$ cat src/rtl/audio_pkg.sv
// audio_pkg: shared widths and sample types for the audio datapath.
// Slot width is data width plus two trailing zero bits.
package audio_pkg;

    localparam int AUDIO_DATA_W = 16;
    localparam int AUDIO_SLOT_W = 18;

    typedef logic signed [AUDIO_DATA_W-1:0] audio_sample_t;

    typedef struct packed {
        audio_sample_t l;
        audio_sample_t r;
    } audio_pair_t;

endpackage

$ cat src/rtl/audio_edge_det.sv
// audio_edge_det: registers an oversampled clock-domain-synchronous signal
// and emits registered rise, fall and change pulses.
module audio_edge_det (
    input  logic clk,
    input  logic rst,
    input  logic sig,
    output logic rise,
    output logic fall,
    output logic chg
);

    logic q;

    always_ff @(posedge clk or posedge rst) begin
        if (rst) begin
            q    <= 1'b0;
            rise <= 1'b0;
            fall <= 1'b0;
            chg  <= 1'b0;
        end else begin
            q    <= sig;
            rise <= sig & ~q;
            fall <= q & ~sig;
            chg  <= q ^ sig;
        end
    end

endmodule

$ cat src/rtl/audio_dac_serializer.sv
// audio_dac_serializer: I2S transmit stage with a one-pair holding buffer.
// Define AUDIO_SER_HOLD_EN to repeat the last pair on underrun instead of silence.
module audio_dac_serializer
    import audio_pkg::*;
#(
    parameter int DATA_WIDTH = AUDIO_DATA_W,
    parameter int SLOT_WIDTH = AUDIO_SLOT_W
) (
    input  logic                  iCLK_18_4,
    input  logic                  iRST,
    input  logic                  iBCLK,
    input  logic                  iLRCK,
    input  logic [DATA_WIDTH-1:0] iL_DATA,
    input  logic [DATA_WIDTH-1:0] iR_DATA,
    input  logic                  iVALID,
    output logic                  oREADY,
    output logic                  oDACDAT,
    output logic                  oUNDERRUN
);

    localparam logic [4:0] K_DATA = 5'(DATA_WIDTH);
    localparam logic [4:0] K_LAST = 5'(SLOT_WIDTH - 1);

    logic                  bclk_fall;
    logic [1:0]            unused_bclk;
    logic                  lrck_rise;
    logic                  lrck_fall;
    logic                  lrck_chg;
    logic                  full;
    logic                  accept;
    audio_pair_t           hold;
    audio_pair_t           work;
    logic [4:0]            k;
    logic                  ch;
    logic [DATA_WIDTH-1:0] word;
    logic [DATA_WIDTH-1:0] shifted;

    audio_edge_det u_bclk (
        .clk  (iCLK_18_4),
        .rst  (iRST),
        .sig  (iBCLK),
        .rise (unused_bclk[0]),
        .fall (bclk_fall),
        .chg  (unused_bclk[1])
    );

    audio_edge_det u_lrck (
        .clk  (iCLK_18_4),
        .rst  (iRST),
        .sig  (iLRCK),
        .rise (lrck_rise),
        .fall (lrck_fall),
        .chg  (lrck_chg)
    );

    assign oREADY = ~full;
    assign accept = iVALID & ~full;

    // A load in the same cycle as an accept sees the buffer empty.
    always_ff @(posedge iCLK_18_4 or posedge iRST) begin
        if (iRST) begin
            full      <= 1'b0;
            hold      <= '0;
            work      <= '0;
            oUNDERRUN <= 1'b0;
        end else begin
            oUNDERRUN <= lrck_fall & ~full;
            if (accept) begin
                hold <= '{l: iL_DATA, r: iR_DATA};
                full <= 1'b1;
            end else if (lrck_fall) begin
                full <= 1'b0;
            end
`ifdef AUDIO_SER_HOLD_EN
            if (lrck_fall && full) work <= hold;
`else
            if (lrck_fall) work <= full ? hold : '0;
`endif
        end
    end

    always_comb begin
        word    = ch ? work.r : work.l;
        shifted = word << k;
    end

    // k saturates so stray BCLK edges only pad the slot tail with zeros.
    always_ff @(posedge iCLK_18_4 or posedge iRST) begin
        if (iRST) begin
            k       <= '0;
            ch      <= 1'b0;
            oDACDAT <= 1'b0;
        end else if (lrck_chg) begin
            k  <= '0;
            ch <= lrck_rise;
        end else if (bclk_fall) begin
            oDACDAT <= (k < K_DATA) & shifted[DATA_WIDTH-1];
            if (k != K_LAST) k <= k + 5'd1;
        end
    end

endmodule

$ cat config.mk
export PLATFORM = sky130hd
export DESIGN_NAME = audio_dac_serializer
export DESIGN_NICKNAME = d
export VERILOG_FILES = /design/src/rtl/audio_pkg.sv /design/src/rtl/audio_edge_det.sv /design/src/rtl/audio_dac_serializer.sv
export SDC_FILE = /design/constraint.sdc
export NUM_CORES = 1
export LEC_CHECK = 0
export ABC_AREA = 1
export CAP_MARGIN = 5
export CORE_ASPECT_RATIO = 1.5
export CORE_UTILIZATION = 60
export DETAILED_ROUTE_END_ITERATION = 10
export HOLD_SLACK_MARGIN = 0.05
export PLACE_DENSITY = 0.93
export SYNTH_ARGS = -nofsm -noshare
export SYNTH_HDL_FRONTEND = slang
export SYNTH_SLANG_ARGS = --single-unit
$ cat constraint.sdc
create_clock -name iCLK_18_4 -period 5.74 [get_ports iCLK_18_4]
set_clock_uncertainty 0.15 [all_clocks]
set_input_delay 1.148 -clock iCLK_18_4 [delete_from_list [all_inputs] [get_ports iCLK_18_4]]
set_output_delay 1.148 -clock iCLK_18_4 [all_outputs]
set_load 0.01 [all_outputs]
Word-level counts from Yosys, hierarchy flattened:

Index checks and enable logic that the tools add are counted.

* muxes and demuxes: 7
* add/sub/neg operators: 1
* reductions and logical operators: 5
* equality and inequality tests: 1
* $lt $le $gt $ge: 1
* shift-type cells: 1
* bitwise logic cells: 12

Operators by type and width (count)
* 32-bit 2-to-1 mux: 1
* 16-bit 2-to-1 mux: 1
* 16-bit by 5-bit left shift with 16-bit output: 1
* 5-bit 2-to-1 mux: 3
* 1-bit bitwise AND: 6
* 2-bit nonzero test: 3
* 5-bit by 1-bit adder with 5-bit output (second input constant): 1
* 5-bit < comparator (second input constant): 1
* 5-bit != test (second input constant): 1
* 1-bit inverter: 5
* 2-bit AND reduction: 2
* 1-bit 2-to-1 mux: 2
* 1-bit XOR: 1

* output and inout port bits: 3
* register bits: 79

Longest topological paths before layout:

* depth after elaboration: 4
* depth in mapped cells: 12

Modules after synthesis:

From an unflattened synthesis, not the netlist that was laid out.

* cells, all modules: 358
* area total of the unflattened synthesis: 3562.2 µm²

Modules (own cells, without submodules)
* audio_dac_serializer: seq. area each 1826.8 µm², cells each 338, instances 1, area each 3281.9 µm²
* audio_edge_det: seq. area each 100.1 µm², cells each 10, instances 2, area each 140.1 µm²

Worst setup path before layout:

OpenSTA, ideal clock, no wires.

* kind: in2reg
* from: input port iVALID
* to: register hold[10] (netlist name)
* path slack: 3.773 ns
* stages on the path: 3
* library setup time: 0.125 ns
* arrival: 1.692 ns
* cells stage by stage: nand2_4 buf_6 mux2_2

* longest elaborated chain between the ends: 1

RTL lines
* from (decl): line audio_dac_serializer.sv:15 `input logic iVALID,`
* 1-bit bitwise AND: line audio_dac_serializer.sv:57 `assign accept = iVALID & ~full;`
* to (signal assigned): line audio_dac_serializer.sv:69 `hold <= '{l: iL_DATA, r: iR_DATA};`
* to (decl): line audio_dac_serializer.sv:31 `audio_pair_t hold;`

Every way passes these cells.
A chain may end at the register's enable or synchronous reset.

Worst setup path after layout:

* from: register full
* to: output port oREADY

* longest elaborated chain between the ends: 1

RTL lines
* from (decl): line audio_dac_serializer.sv:29 `logic full;`
* from (signal assigned): line audio_dac_serializer.sv:62 `full <= 1'b0;`
* from (signal assigned): line audio_dac_serializer.sv:70 `full <= 1'b1;`
* from (signal assigned): line audio_dac_serializer.sv:72 `full <= 1'b0;`
* 1-bit inverter: line audio_dac_serializer.sv:56 `assign oREADY = ~full;`
* to (decl): line audio_dac_serializer.sv:16 `output logic oREADY,`

Every way passes these cells.

==> impl_metrics.csv <==
group,metric,value,unit
sta,hold_viol,0,
route,drcViolationCount,0,
route,vias,2503,
sta,fmax,313,MHz
sta,worstMarginPinSlew,0.858,ns
sta,relSlewSlack,42.8,%
logic_synthesis,syn_nets,399,
grt,grt.overflow.total,0,
flow_run,maxCapViolations,0,
worst_setup_path,reg2reg_from,"full$_DFFE_PP0P_",
clock_network,insertion_delay,0.34,ns
die,design.portCount,40,
min_path,hp-class,"flop to flop",
grt,grt_pass1_wl,11300,um
clock_network,root_buffer,"clkbuf_8",
pwr,swShare,29.9,%
logic_synthesis,ys_types,25,
die,rows,33,
status,status,"completed",
pwr,combPwrFrac,22.2,%
min_path,min_to,"oDACDAT$_DFFE_PP0P_",
placed_design,hpwl,4550,um
route,drt_first_pass_iters,5,
worst_setup_path,critPathArrivalTime,1.90,ns
route,drt_wl_total,6530,um
clock_network,hold_buffers,0,
sta,min_period,3.20,ns
pwr,leakage,0.00193,uW
logic_synthesis,yosysSeqAreaShare,57.0,%
worst_setup_path,worstPathMaxFanout,25,
route,drt_first_iter_violations,158,
route,vias_per_cell,5.37,
sta,rsz0062_at_grt,"false",
worst_setup_path,required,4.44,ns
clock_network,cts_buffer_depth,2,
grt,track_usage,25.0,%
worst_setup_path,cp_slowest_cell,"dfrtp_1",
sta,setup_viol,0,
grt,grt_start_max_net_pins,53,
grt,antenna_found_initial,0,
clock_network,post-cts-setup-buffers,0,
placed_design,port_buffers,39,
worst_setup_path,path_buf_inv,2,
route,drtAntennaViolNets,0,
pwr,seqPwrFrac,54.9,%
sta,finalSetupTns,0,ns
worst_setup_path,critPathCaptureType,"output port",
logic_synthesis,ys_warn_count,0,
pwr,p_sw,438,uW
worst_setup_path,reg2regPathDepth,3,
worst_setup_path,timing.rr.end,"hold[7]$_DFFE_PP0P_",
sta,worst_slack,2.54,ns
clock_network,ctsResizeCount,0,
worst_setup_path,cp_cell_sequence,"inv_2 -> clkdlybuf4s50_1",
pwr,clockPowerShare,22.9,%
final_layout,layout-drive-gt1-share,13.1,%
worst_setup_path,crit_family,"flip-flops",
clock_network,htreeDepth,3,
die,core_area,5530,um2
pwr,p_int,1020,uW
pwr,vdd_drop_max,0.232,mV
placed_design,gp_congestion,0.861,
pwr,finalPower,1460,uW
final_layout,areaGrowthSynthToFinish,14.9,%
route,post_drt_wl_per_cell,14.0,um
worst_setup_path,start_kind,"flop",
grt,grt_pass1_vias,2532,
pwr,p_per_area,366,nW/um2
min_path,worst_hold_startpoint,"oDACDAT$_DFFE_PP0P_",
worst_setup_path,rrSetupSlack,3.63,ns
final_layout,antenna_cells,0,
clock_network,clock-sinks,79,
final_layout,fin_nets,435,
clock_network,clkTransAtPathRegs,0.07,ns
sta,slew_viol_final,0,
worst_setup_path,criticalPathCategory,"flop to output port",
placed_design,dp_slack,2.93,ns
worst_setup_path,max_stage_delay,0.91,ns
die,die_w,64.1,um
logic_synthesis,syn_area,3470,um2
clock_network,cts_buffers,9,
logic_synthesis,netlist_instances,358,
min_path,min_delay_path_depth,2,
worst_setup_path,crit_start,"full$_DFFE_PP0P_",
clock_network,cts_tree,"done",
logic_synthesis,syn_area_per_cell,9.70,um2
logic_synthesis,ys_seq_elements,79,
worst_setup_path,path_depth,2,
die,start_util,62.7,%
sta,finalCritPeriodShare,55.7,%
die,dieArea,6100,um2
die,fp.dieH,95.2,um
final_layout,final_util,72.1,%
[registers in the layout (all words and copies together) (netlist names)]
register,flops
oDACDAT,1
u_lrck.rise,1
k,5
hold,32
u_lrck.q,1
u_bclk.q,1
u_lrck.chg,1
ch,1
full,1
u_lrck.fall,1
oUNDERRUN,1
u_bclk.fall,1
work,32
[power groups by stage]
stage / sequential (uW) / clock [uW] / combinational (uW)
after global routing: 818 / 367 / 367
after global placement: 802 / 0 / 303
final: 803 / 334 / 324
after detailed placement: 810 / 0 / 322
after CTS: 801 / 341 / 326
after floorplan: 769 / 0 / 267
[synthesized netlist by cell type]
cell type  count  area (um2)
a21oi_1       12        60.1
buf_12         1        20.0
buf_2          4        20.0
buf_4          1        7.51
buf_6          4        45.0
buf_8          1        15.0
clkbuf_1       5        18.8
clkinv_1       1        3.75
dfrtp_1       79        1980
ha_1           4        50.1
inv_1         47         176
inv_2          2        7.51
inv_8          1        11.3
mux2_2        22         248
nand2_1       65         244
nand2_2        7        43.8
nand2_4        1        11.3
nand3_1       43         215
nand3_2        2        20.0
nand4_2        1        12.5
nor2_1        21        78.8
nor3_1         1        5.00
nor3_2         1        10.0
o21ai_0       24         120
o22ai_1        8        50.1
[cells in the final DEF (no fill, tap or decap)]
cell type	count
dfrtp_1	79
nand2_1	65
inv_1	46
nand3_1	43
clkdlybuf4s50_1	39
o21ai_0	24
mux2_2	22
nor2_1	21
a21oi_1	12
clkbuf_8	10
o22ai_1	8
nand2_2	7
ha_1	4
inv_2	3
nand3_2	2
clkinv_2	2
buf_4	2
nand2_4	1
nand4_2	1
nor3_2	1
nor3_1	1
clkinv_1	1
inv_8	1
clkbuf_1	1
[worst register-to-register path, stage by stage, from the launching register on]
cell and delay, ns:
dfrtp_1 0.91, inv_2 0.14, nand2_4 0.40, mux2_2 0.40
[per-stage QoR]
step | area [um2] | cells | hold WS [ns]
6_report | 3990 | 466 | 0.343
5_1_grt | 3990 | 466 | 0.362
4_1_cts | 3990 | 466 | 0.345
3_5_place_dp | 3840 | 453 | 0.326
3_3_place_gp | 3840 | 453 | 0.301
2_1_floorplan | 3470 | 358 | 0.280
[how the worst max path moves through the flow]
stage,endpoint,slack [ns]
final,oREADY,2.54
after global routing,oREADY,2.43
after CTS,oREADY,2.55
after detailed placement,hold[10]$_DFFE_PP0P_,2.93
after global placement,oREADY,2.97
after floorplan,ch$_DFFE_PP0P_,2.42
[cell families after synthesis]
logic type / Yosys count / synth area share (%)
buffers and inverters: 67 / 9.37
flip-flops: 79 / 57.0
AO/OA/AOI/OAI: 44 / 6.63
multiplexers: 22 / 7.14
adder cells (fa/ha/maj): 4 / 1.44
AND/OR/NAND/NOR: 142 / 18.5
[area by class of cell]
class,count,area (um2)
inverter,51,199
timing repair buffer,41,405
clock buffer,11,141
tap,70,87.6
fill,392,1540
clock inverter,2,10.0
sequential,79,1980
multi-input combinational,212,1170
[per-layer routing]
metal / share of wire, % / global-route usage (%) / up-vias
li1: - / - / 1210
met1: 39 / 29.0 / 1190
met2: 53 / 43.3 / 83
met3: 4.4 / 5.26 / 20
met4: 3.0 / 13.5 / 0
met5: 0 / 0 / -
Note: power is estimated with default switching activity, not from simulation.
